## config.mk

```make
export PLATFORM = sky130hd
export DESIGN_NAME = saturn_bus
export DESIGN_NICKNAME = d
export VERILOG_FILES = /design/src/rtl/saturn_pkg.sv /design/src/rtl/saturn_rom.sv /design/src/rtl/saturn_bus.sv
export SDC_FILE = /design/constraint.sdc
export NUM_CORES = 1
export LEC_CHECK = 0
export ABC_AREA = 1
export BUFFER_PORTS_ARGS = -buffer_cell sky130_fd_sc_hd__buf_2
export CAP_MARGIN = 25
export CORE_AREA = 5 5 83 85
export CTS_CLUSTER_DIAMETER = 100
export DETAILED_ROUTE_END_ITERATION = 16
export DIE_AREA = 0 0 88 90
export GPL_TIMING_DRIVEN = 0
export HOLD_SLACK_MARGIN = 0.02
export PLACE_DENSITY_LB_ADDON = 0.12
export SLEW_MARGIN = 10
export SYNTH_ARGS = -nofsm -noshare
export SYNTH_HDL_FRONTEND = slang
export SYNTH_SLANG_ARGS = --single-unit
export TNS_END_PERCENT = 100
```

## constraint.sdc

```tcl
create_clock -name i_clk -period 1.4 [get_ports i_clk]
set_input_delay 0.14 -clock i_clk [delete_from_list [all_inputs] [get_ports i_clk]]
set_output_delay 0.14 -clock i_clk [all_outputs]
set_load 0.02 [all_outputs]
```

## src/rtl/saturn_pkg.sv

```systemverilog
// Shared types and constants for the Saturn nibble bus sequencer.
package saturn_pkg;

    localparam int ADDR_W = 20;

    localparam logic [7:0] NUL = 8'h00;

    typedef enum logic [1:0] {
        PH_ADDR = 2'd0,
        PH_READ = 2'd1,
        PH_ASM  = 2'd2,
        PH_DONE = 2'd3
    } phase_e;

endpackage

```

## src/rtl/saturn_rom.sv

```systemverilog
// Synchronous nibble ROM for the Saturn bus sequencer; one clock read latency.
// The ROM image is supplied externally into mem.
module saturn_rom #(
    parameter int    ADDR_W    = saturn_pkg::ADDR_W,
    parameter int    ROM_DEPTH = 256,
    parameter string ROM_FILE  = "rom.hex"
) (
    input  logic              i_clk,
    input  logic [ADDR_W-1:0] i_addr,
    output logic [3:0]        o_data
);

    localparam int AW = (ROM_DEPTH > 1) ? $clog2(ROM_DEPTH) : 1;

    logic [3:0]    mem [0:ROM_DEPTH-1];
    logic [3:0]    data_q;
    logic [3:0]    data_d;
    logic [AW-1:0] idx;
    logic          unused_addr_hi;

    assign idx            = i_addr[AW-1:0];
    assign unused_addr_hi = |(i_addr >> AW);

    always_comb begin
        data_d = mem[idx];
    end

    always_ff @(posedge i_clk) begin
        data_q <= data_d;
    end

    assign o_data = data_q;

endmodule

```

## src/rtl/saturn_bus.sv

```systemverilog
// Saturn 4-phase nibble bus sequencer: fetches ROM nibbles, emits bytes, halts on NUL/end.
// Optional simulation trace with `define SATURN_BUS_TRACE_EN.
module saturn_bus #(
    parameter int    ADDR_W    = saturn_pkg::ADDR_W,
    parameter int    ROM_DEPTH = 256,
    parameter string ROM_FILE  = "rom.hex"
) (
    input  logic        i_clk,
    input  logic        i_reset,
    input  logic        i_clk_en,
    output logic        o_halt,
    output logic [1:0]  o_phase,
    output logic [31:0] o_cycle_ctr,
    output logic [7:0]  o_char_to_send
);

    import saturn_pkg::*;

    localparam logic [ADDR_W-1:0] LAST_PC = ADDR_W'(ROM_DEPTH - 1);

    phase_e            phase_q, phase_d;
    logic              halt_q, halt_d;
    logic [31:0]       ctr_q, ctr_d;
    logic [7:0]        char_q, char_d;
    logic [ADDR_W-1:0] pc_q, pc_d;
    logic [3:0]        latch_q, latch_d;
    logic [3:0]        low_q, low_d;
    logic [3:0]        rom_data;
    logic [7:0]        byte_w;
    logic              last_w;

    saturn_rom #(
        .ADDR_W    (ADDR_W),
        .ROM_DEPTH (ROM_DEPTH),
        .ROM_FILE  (ROM_FILE)
    ) u_rom (
        .i_clk  (i_clk),
        .i_addr (pc_q),
        .o_data (rom_data)
    );

    assign byte_w = {latch_q, low_q};
    assign last_w = (pc_q == LAST_PC);

    always_comb begin
        phase_d = phase_q;
        halt_d  = halt_q;
        ctr_d   = ctr_q;
        char_d  = char_q;
        pc_d    = pc_q;
        latch_d = latch_q;
        low_d   = low_q;
        if (i_clk_en && !halt_q) begin
            unique case (phase_q)
                PH_ADDR: begin
                    phase_d = PH_READ;
                end
                PH_READ: begin
                    latch_d = rom_data;
                    phase_d = PH_ASM;
                end
                PH_ASM: begin
                    if (!pc_q[0]) low_d = latch_q;
                    phase_d = PH_DONE;
                end
                PH_DONE: begin
                    ctr_d   = ctr_q + 32'd1;
                    phase_d = PH_ADDR;
                    if (pc_q[0]) begin
                        if (byte_w == NUL) halt_d = 1'b1;
                        else               char_d = byte_w;
                    end
                    // end of ROM wins, dropping any dangling low nibble
                    if (last_w) halt_d = 1'b1;
                    if (halt_d) phase_d = PH_DONE;
                    else        pc_d    = pc_q + 1'b1;
                end
                default: ;
            endcase
        end
    end

    always_ff @(posedge i_clk) begin
        if (i_reset) begin
            phase_q <= PH_ADDR;
            halt_q  <= 1'b0;
            ctr_q   <= '0;
            char_q  <= '0;
            pc_q    <= '0;
            latch_q <= '0;
            low_q   <= '0;
        end else begin
            phase_q <= phase_d;
            halt_q  <= halt_d;
            ctr_q   <= ctr_d;
            char_q  <= char_d;
            pc_q    <= pc_d;
            latch_q <= latch_d;
            low_q   <= low_d;
        end
    end

    assign o_halt         = halt_q;
    assign o_phase        = phase_q;
    assign o_cycle_ctr    = ctr_q;
    assign o_char_to_send = char_q;

`ifdef SATURN_BUS_TRACE_EN
`ifndef SYNTHESIS
    always @(posedge i_clk) begin
        if (!i_reset && i_clk_en && !halt_q && phase_q == PH_DONE)
            $display("saturn_bus: cycle %0d pc %05h nibble %h",
                     ctr_q + 32'd1, pc_q, latch_q);
        if (!i_reset && halt_d && !halt_q)
            $display("saturn_bus: HALT");
    end
`endif
`endif

endmodule

```

==> results of run 1 <==
-- metrics by stage --
step / setup TNS [ps] / instances
global placement: -1740 / 544
CTS: -635 / 579
floorplan: -33.9 / 431
global route: -3700 / 584
finish: -625 / 584
detailed placement: -2130 / 544
-- cell type report --
class / instances / area [um^2]
Multi-Input combinational cell: 314 / 1910
Clock inverter: 2 / 35.0
Clock buffer: 6 / 82.6
Sequential cell: 55 / 1160
Fill cell: 512 / 2040
Timing Repair Buffer: 69 / 513
Tap cell: 77 / 96.3
Buffer: 16 / 114
Inverter: 45 / 179
-- repair_timing --
action                                  in CTS  in global routing
resized for setup                           39                 84
gates cloned                                 2                  0
pin swaps                                   21                 27
setup buffers                               25                 10
endpoints found under the setup margin      27                 41
-- sequential cells by signal (all words and copies together), names as in the netlist --
register     flops
o_cycle_ctr     32
o_halt           1
o_phase          2
pc_q            20
-- how the worst max path moves through the flow --
| stage | start | end | slack (ps) | cells after the start |
|---|---|---|---|---|
| 2_1_floorplan | o_cycle_ctr[1] | o_cycle_ctr[22] | -20 | 7 |
| 3_3_place_gp | o_cycle_ctr[1] | o_cycle_ctr[30] | -130 | 8 |
| 3_5_place_dp | o_cycle_ctr[1] | o_cycle_ctr[30] | -150 | 9 |
| 4_1_cts | pc_q[0] | pc_q[4] | -70 | 11 |
| 5_1_grt | o_cycle_ctr[0] | o_cycle_ctr[30] | -180 | 9 |
| 6_report | o_cycle_ctr[0] | o_cycle_ctr[30] | -70 | 9 |
-- worst max-delay path, stage by stage, from the launching register on --
cell and delay, ps:
dfxtp_4 390, ha_4 160, nand3_4 90, nor2_4 160, nand3_4 100, nor2_4 210
nand3_2 110, nand2_1 70, nand2_1 40, nor2_1 80
-- power breakdown --
group	internal [W]	switching (W)
clock	0.000580	0.000529
combinational	0.0000513	0.0000954
sequential	0.00156	0.00000655
total	0.00219	0.000631
-- cell usage in the layout, fill, tap and decap left out, drive strengths merged, types with 4 or more instances in the layout --
master,netlist,final
nand2,119,119
nor2,88,88
buf,12,80
dfxtp,55,55
inv,44,45
a21oi,26,26
nand3,20,20
nand4,12,12
clkbuf,5,11
o21ai,11,11
xor2,9,9
conb,1,8
nor3,4,4
-- metal layers --
layer | share of wire (%) | global-route usage (%)
met5 | 0 | 0
met4 | 2.0 | 5.50
met3 | 2.7 | 2.65
met1 | 43 | 23.0
met2 | 52 | 32.6
-- cells in the mapped netlist (all sizes together), types with 2 or more instances --
| library cell | number | area, um^2 |
|---|---|---|
| o21a | 3 | 22.5 |
| a21oi | 26 | 164 |
| xor2 | 9 | 78.8 |
| inv | 44 | 165 |
| o21bai | 3 | 30.0 |
| nand3 | 20 | 145 |
| o21ai | 11 | 55.1 |
| clkbuf | 5 | 18.8 |
| nand3b | 2 | 15.0 |
| dfxtp | 55 | 1100 |
| ha | 2 | 25.0 |
| nand4 | 12 | 75.1 |
| xnor2 | 3 | 26.3 |
| nor2 | 88 | 405 |
| nor3b | 2 | 20.0 |
| nor3 | 4 | 25.0 |
| nand2 | 119 | 477 |
| buf | 12 | 92.6 |
-- kinds of logic after synthesis --
kind of cell / after synthesis / share of synthesized area [%]
and+or+nand+nor: 248 / 39.4
adders and majority gates: 2 / 0.844
buffers and inverters: 62 / 9.50
other: 1 / 0.127
AOI/OAI and AO/OA: 44 / 9.41
DFF: 55 / 37.1
xor gates and xnor gates: 12 / 3.55
==> flow_metrics.tcl, run 1 <==
set metrics [dict create \
    clk_pin_slew_ps 100 \
    hold_ws_ps 194 \
    critPathRequiredTime_ps 1640 \
    cts-htree-levels 2 \
    vias_in_the_first_global_route 2725 \
    first_pass_grt_wire_length_um 12200 \
    power-per-cell-area_nw_per_um2 690 \
    ant_nets 0 \
    timing_worst_slew_pin_value_ps 663 \
    final-hold-violation-count 0 \
    timing.reg2reg.setup_slack_ps -70 \
    holdPathEnd "o_phase[0]" \
    result_of_the_run "finished, violations left" \
    min_path_cells 5 \
    fp.dieArea_um2 7920 \
    worstPathMaxFanout 7 \
    die_height_um 90 \
    critical_path_class "reg2reg" \
    synth_area_per_cell_um2 6.99 \
    synth_top_flop_cell "dfxtp_1" \
    final.setup.worst_slack_ps -68.6 \
    synth_area_um2 2960 \
    ys_warnings 0 \
    timing.critical_path.from_type "flop" \
    wirelength_um 7570 \
    detailed_placer_s_ending_hpwl_um 5000 \
    detail_route.first_pass.iterations 4 \
    clock_period_minus_final_worst_setup_slack_ps 1470 \
    vias_per_cell 5.00 \
    maximum_number_of_pins_on_one_net_before_global_route_repair 17 \
    synth-edff-count 0 \
    end_kind "flop" \
    regToRegEndpoint "o_cycle_ctr[30]" \
    cts.hold.buffers_added 0 \
    unrepaired_setup_endpoints_after_global_routing "true" \
    p_leak_nw 1.65 \
    max_freq_mhz 681 \
    rows 29 \
    drive_gt1_share_pct 43.6 \
    remaining_drc_errors 0 \
    failed_checks "negative setup slack" \
    synth_cells 424 \
    cts_root_buf "clkbuf_8" \
    max-vdd-ir-drop_v 0.000436 \
    initial_core_util_pct 48.3 \
    hold_start "i_clk_en" \
    wl_per_cell_um 13.0 \
    vias 2921 \
    gpl.final_weighted_congestion 0.839 \
    critical_path_arrival_ps 1710 \
    slew_viol_final 0 \
    worst_r2r_startpoint "o_cycle_ctr[0]" \
    cts_tree "yes" \
    report.power.total_w 0.00282 \
    min-delay-path-class "in2reg" \
    first_iter_violations 115 \
    max-cap-violations 0 \
    dpl_worst_slack_ps -149 \
    clock-skew-final_ps 10.5 \
    cts-buffers-inserted 5 \
    finish.instance_area_um2 4090 \
    total_of_flip_flops_plus_latches_after_synthesis 55 \
    placement.cell_area_um2 3320 \
    io_pins 46 \
    n_antenna_cell 0 \
    synthToLayoutAreaGrowth_pct 37.9 \
    grt.total_usage_pct 18.5 \
    nNetsFinal 511 \
    grt-ovfl-total 0 \
    synth-seq-area-share_pct 37.1 \
    max-clock-path-buffers 2 \
    core_area_um2 6130 \
    numClockSinks 55 \
    latest_clock_arrival_within_the_worst_skew_pair_ps 310 \
    antenna_found_initial 0 \
    worst-r2r-cell-count 9 \
    finish.utilization_pct 66.7 \
    setup_viol 17 \
    synth.lib_cells_used.distinct 34 \
    final.period_utilization_pct 105 \
    ys_async_sr_fraction_pct 0 \
    max-slew-margin-rel_pct 55.8 \
    portBuffers 36 \
    die_width_um 88 \
]
Note: power is estimated with default switching activity, not from simulation.
==> inputs of run 2 (changes only) <==
Settings changed: CORE_AREA 5 5 83 85 to 5 5 92 94, DIE_AREA 0 0 88 90 to 0 0 97 99, MAX_ROUTING_LAYER set to met4, SYNTH_HIERARCHICAL set to 1.
==> run 2 against run 1 <==
- the flow still finishes with violations (negative setup slack)
- sequential power is 29% higher
- design area is 35% higher
- final cell count is 38% higher
==> flow_metrics.tcl, run 2 <==
set metrics [dict create \
    result_of_the_run "finished, violations left" \
    failed_checks "negative setup slack" \
    fp.dieArea_um2 9600 \
    portBuffers 45 \
    core_area_um2 7570 \
    drive_gt1_share_pct 43.3 \
    holdPathEnd "o_cycle_ctr[3]" \
    worstPathMaxFanout 5 \
    maximum_number_of_pins_on_one_net_before_global_route_repair 12 \
    remaining_drc_errors 0 \
    first_iter_violations 284 \
    rows 32 \
    clk_pin_slew_ps 90 \
    synth_common_cells "nand2_1, nor2_1, dfxtp_1, inv_1, a21oi_1" \
    grt-ovfl-total 0 \
    clock-skew-final_ps 16.0 \
    synth_top_flop_cell "dfxtp_1" \
    synth-edff-count 0 \
    detailed_placer_s_ending_hpwl_um 7360 \
    worst-r2r-cell-count 11 \
    antenna_found_initial 0 \
    final-hold-violation-count 0 \
    max-clock-path-buffers 2 \
    critical_path_arrival_ps 1850 \
    die_height_um 99 \
    synth_area_um2 3880 \
    first_pass_grt_wire_length_um 17700 \
    vias 4236 \
    wl_per_cell_um 14.6 \
    ys_top_cells_by_area "dfxtp_1, nand2_1, nor2_1" \
    detail_route.first_pass.iterations 5 \
    timing.critical_path.from_type "flop" \
    total_of_flip_flops_plus_latches_after_synthesis 71 \
    n_antenna_cell 0 \
    vias_per_cell 5.27 \
    ant_nets 0 \
    ys_warnings 6 \
    cts-buffers-inserted 9 \
    report.power.total_w 0.00371 \
    hold_start "i_reset" \
    max-slew-margin-rel_pct 53.8 \
    dpl_worst_slack_ps -321 \
    hold_ws_ps 143 \
    end_kind "flop" \
    timing_worst_slew_pin_value_ps 693 \
    p_leak_nw 2.28 \
    wirelength_um 11700 \
    critPathRequiredTime_ps 1670 \
    totalNegativeSetupSlack_ps -3940 \
    timing.reg2reg.setup_slack_ps -180 \
    synth_top_area_cell "dfxtp_1" \
    netlist.area_leader.share_pct 36.7 \
    latest_clock_arrival_within_the_worst_skew_pair_ps 340 \
    cts_tree "yes" \
    die_width_um 97 \
    min-delay-path-class "in2reg" \
    final.setup.worst_slack_ps -182 \
    slew_viol_final 0 \
    cts.hold.buffers_added 0 \
    synth_area_per_cell_um2 6.67 \
    vias_in_the_first_global_route 3717 \
    mostFrequentLayoutCell "nand2_1" \
    ys_async_sr_fraction_pct 0 \
    post-synth-top-count-cell "nand2_1" \
    worst_r2r_startpoint "pc_q[1]" \
    largest_reg_flops 32 \
    synth.lib_cells_used.distinct 37 \
    final.period_utilization_pct 113 \
    setup.worst_path.start "pc_q[1]" \
    synthToLayoutAreaGrowth_pct 42.8 \
    initial_core_util_pct 51.2 \
    nNetsFinal 703 \
    max-cap-violations 0 \
    synth_cells 581 \
    synth-seq-area-share_pct 36.7 \
    unrepaired_setup_endpoints_after_global_routing "true" \
    layout.cells.most_common_list "nand2_1, nor2_1, buf_4" \
    max-vdd-ir-drop_v 0.000591 \
    cts_root_buf "clkbuf_8" \
    gpl.final_weighted_congestion 0.939 \
    min_path_cells 4 \
    regToRegEndpoint "pc_q[11]" \
    grt.total_usage_pct 22.6 \
    setup_viol 38 \
    numClockSinks 71 \
    cts-htree-levels 3 \
    max_freq_mhz 632 \
    clock_period_minus_final_worst_setup_slack_ps 1580 \
    io_pins 46 \
    power-per-cell-area_nw_per_um2 670 \
    critical_path_class "reg2reg" \
]
## run 2: changes by cell type after synthesis, moves of 5 or more
cell     previous run  this run
a21oi_1            17        39
dfxtp_1            55        71
inv_1              41        50
nand2_1           107       163
nand3_1            14        32
nand4_1            12        17
nor2_1             76       102
nor2_4              9         4
o21ai_0            11        19
## run 2: worst max path at each step
stage	to	slack, ps
5_1_grt	pc_q[3]	-230
3_3_place_gp	pc_q[15]	-300
3_5_place_dp	pc_q[15]	-320
2_1_floorplan	pc_q[11]	-100
6_report	pc_q[11]	-180
4_1_cts	pc_q[15]	-160
## run 2: layout make-up
cell class	count	area [um^2]
Tap cell	102	128
Fill cell	543	2030
Multi-Input combinational cell	443	2640
Inverter	54	229
Timing Repair Buffer	103	739
Clock buffer	11	141
Sequential cell	71	1520
Buffer	16	115
Clock inverter	4	22.5
## run 2: per-stage QoR
stage / cell area (um^2) / util, % / instances
2_1_floorplan: 4000 / - / 584
3_5_place_dp: 4360 / 57.6 / 731
3_3_place_gp: 4360 / 57.6 / 731
6_report: 5540 / 73.2 / 804
5_1_grt: 5540 / 73.2 / 804
4_1_cts: 5030 / 66.5 / 783
## run 2: critical path, stage by stage (launching register included)
cell	delay, ps
dfxtp_4	360
ha_4	150
nand2_4	60
nor2_4	130
nand2_4	80
clkinv_4	60
nand3_4	110
nand3_4	140
buf_12	110
buf_8	130
nand2_1	70
a21oi_2	130
## run 2: power breakdown
part           internal [W]  switching, W
clock network      0.000675      0.000773
registers           0.00200     0.0000172
logic             0.0000842      0.000156
## run 2: repair_timing
item	CTS	global route
setup buffers	35	22
gates resized for setup	64	116
pin swaps	27	47
gates cloned	2	0
endpoints found under the setup margin	53	64
## run 2: per-layer routing
layer / global-route usage, % / wire (um) / share of wire, % / up-vias
met5: - / 0 / 0 / -
li1: - / - / - / 2078
met4: 5.51 / 166 / 1.4 / 0
met2: 36.4 / 5630 / 48 / 144
met1: 30.2 / 5260 / 45 / 1993
met3: 3.11 / 643 / 5.5 / 21
## run 2: cell families (layout without fill, tap and decap cells)
logic type | Yosys count | after routing | share of synthesized area [%]
XOR/XNOR | 14 | 14 | 3.16
other | 1 | 4 | 0.0967
buffers and inverters | 70 | 188 | 7.94
AND/OR/NAND/NOR | 350 | 350 | 40.6
adder cells (fa/ha/maj) | 2 | 2 | 0.645
flip-flops | 71 | 71 | 36.7
AO/OA/AOI/OAI | 73 | 73 | 10.9
==> inputs of run 3 (changes only) <==
Settings changed: SETUP_SLACK_MARGIN set to 0.2.
==> run 3 against run 2 <==
- the run still ends with negative setup slack left
- critical path depth stayed put
- power is 7.0% higher
- fmax down 4.5%
- sequential power about the same
- count of clock-buffer cells in the layout shrank 1
- worst hold slack better by 14 ps
- combinational power rose by 10%
- largest power group unchanged
==> flow_metrics.tcl, run 3 (synthesized netlist as in run 2, its figures left out) <==
set metrics [dict create \
    maximum_number_of_pins_on_one_net_before_global_route_repair 15 \
    end_kind "flop" \
    finish.instance_area_um2 5970 \
    dpl_worst_slack_ps -332 \
    rows 32 \
    fillers 506 \
    final-hold-violation-count 0 \
    slew_viol_final 0 \
    p_leak_nw 2.50 \
    final.period_utilization_pct 118 \
    wirelength_um 12700 \
    report.power.total_w 0.00397 \
    unrepaired_setup_endpoints_after_global_routing "true" \
    layout.cells.most_common_list "nand2_1, nor2_1, buf_4" \
    vias_per_cell 5.34 \
    drive_gt1_share_pct 48.7 \
    placement.cell_area_um2 4490 \
    detailed_placer_s_ending_hpwl_um 7600 \
    grt-ovfl-total 0 \
    netSwitchingPower_w 0.00110 \
    initial_core_util_pct 51.2 \
    core_area_um2 7570 \
    holdPathEnd "o_cycle_ctr[3]" \
    max-slew-margin-rel_pct 46.8 \
    die_width_um 97 \
    max-vdd-ir-drop_v 0.000486 \
    switching_share_of_power_pct 27.8 \
    fp.dieArea_um2 9600 \
    grt.total_usage_pct 25.6 \
    antenna_found_initial 0 \
    die_height_um 99 \
    worst_r2r_startpoint "pc_q[1]" \
    clock-skew-final_ps 9.46 \
    first_pass_grt_wire_length_um 19700 \
    portBuffers 45 \
    nNetsFinal 718 \
    max-cap-violations 0 \
    failed_checks "negative setup slack" \
    result_of_the_run "finished, violations left" \
    gpl.final_weighted_congestion 0.948 \
    clock_period_minus_final_worst_setup_slack_ps 1660 \
    timing_worst_slew_pin_value_ps 797 \
    finish.utilization_pct 78.9 \
    critical_path_class "reg2reg" \
    vias_in_the_first_global_route 4139 \
    detail_route.first_pass.iterations 4 \
    ant_nets 0 \
    regToRegEndpoint "o_phase[1]" \
    numClockSinks 71 \
    cts_root_buf "clkbuf_8" \
    synthToLayoutAreaGrowth_pct 54.0 \
    cts.hold.buffers_added 0 \
    first_iter_violations 255 \
    vias 4377 \
    timing.critical_path.from_type "flop" \
    sequentialPowerShare_pct 50.7 \
    worst-r2r-cell-count 11 \
    io_pins 46 \
    intPower_w 0.00286 \
    worstPathMaxFanout 5 \
    latest_clock_arrival_within_the_worst_skew_pair_ps 360 \
    mostFrequentLayoutCell "nand2_1" \
    cts_tree "yes" \
    critPathRequiredTime_ps 1640 \
    cts-buffers-inserted 9 \
    final.setup.worst_slack_ps -257 \
    max_freq_mhz 604 \
    remaining_drc_errors 0 \
    p_comb_share_pct 6.7 \
    setup_viol 37 \
    n_antenna_cell 0 \
    clk_pin_slew_ps 90 \
    min_path_cells 4 \
    hold_start "i_reset" \
    totalNegativeSetupSlack_ps -4440 \
    largest_reg_flops 32 \
    wl_per_cell_um 15.5 \
    min-delay-path-class "in2reg" \
    power-per-cell-area_nw_per_um2 665 \
    timing.reg2reg.setup_slack_ps -260 \
    share_clk_of_total_power_pct 42.7 \
    cts-htree-levels 3 \
    critical_path_arrival_ps 1900 \
    max-clock-path-buffers 2 \
]
[run 3: cell count changes in the layout (fill, tap and decap cells not counted), sizes merged]
cell	previous run	this run
clkinvlp	2	1
inv	52	58
buf	113	126
clkbuf	17	18
clkinv	4	1
[run 3: worst max path at each step]
| stage | start | end |
|---|---|---|
| after detailed placement | pc_q[0] | pc_q[9] |
| after global routing | pc_q[0] | o_phase[1] |
| final | pc_q[1] | o_phase[1] |
| after global placement | pc_q[0] | pc_q[15] |
| after CTS | pc_q[1] | pc_q[9] |
| after floorplan | pc_q[0] | pc_q[11] |
[run 3: timing repair]
item                       4_1_cts  5_1_grt
resized for setup               98       89
cloned                           3        0
setup endpoints to repair       65       71
pin swaps                       46       40
buffers inserted                51       19
[run 3: power groups by stage]
stage	Sequential, W	Clock [W]	Combinational [W]
2_1_floorplan	0.00207	0	0.000126
6_report	0.00201	0.00169	0.000264
3_3_place_gp	0.00207	0	0.000175
4_1_cts	0.00201	0.00167	0.000227
3_5_place_dp	0.00207	0	0.000178
5_1_grt	0.00201	0.00179	0.000285
[run 3: through the flow]
step | hold slack, ps | std cells
3_5_place_dp | 453 | 731
6_report | 157 | 820
5_1_grt | 170 | 820
4_1_cts | 145 | 801
3_3_place_gp | 449 | 731
2_1_floorplan | 327 | 584
[run 3: metal layers]
metal / GRT usage [%] / share of wire, %
met3: 3.61 / 4.3
met2: 44.6 / 52
met5: - / 0
met4: 9.07 / 2.3
met1: 30.1 / 42
[run 3: area by class of cell]
class	count	area, um^2	share of cell area (%)
repair buffers	118	958	16.1
well taps	102	128	2.14
flip-flops and latches	71	1540	25.7
plain buffers	16	141	2.37
clock buffers	10	149	2.49
multi-input cells	443	2780	46.5
inverters	54	234	3.92
clock inverters	6	45.0	0.754
[run 3: critical path, cell delays in order (launching register included)]
cell      delay, ps
dfxtp_4         360
ha_4            170
nand2_4          80
nor2_4           40
nand2_4          80
clkinv_4         60
nand3_4         120
nand3_4         120
buf_4           180
buf_16          120
o211ai_1        130
inv_1            80
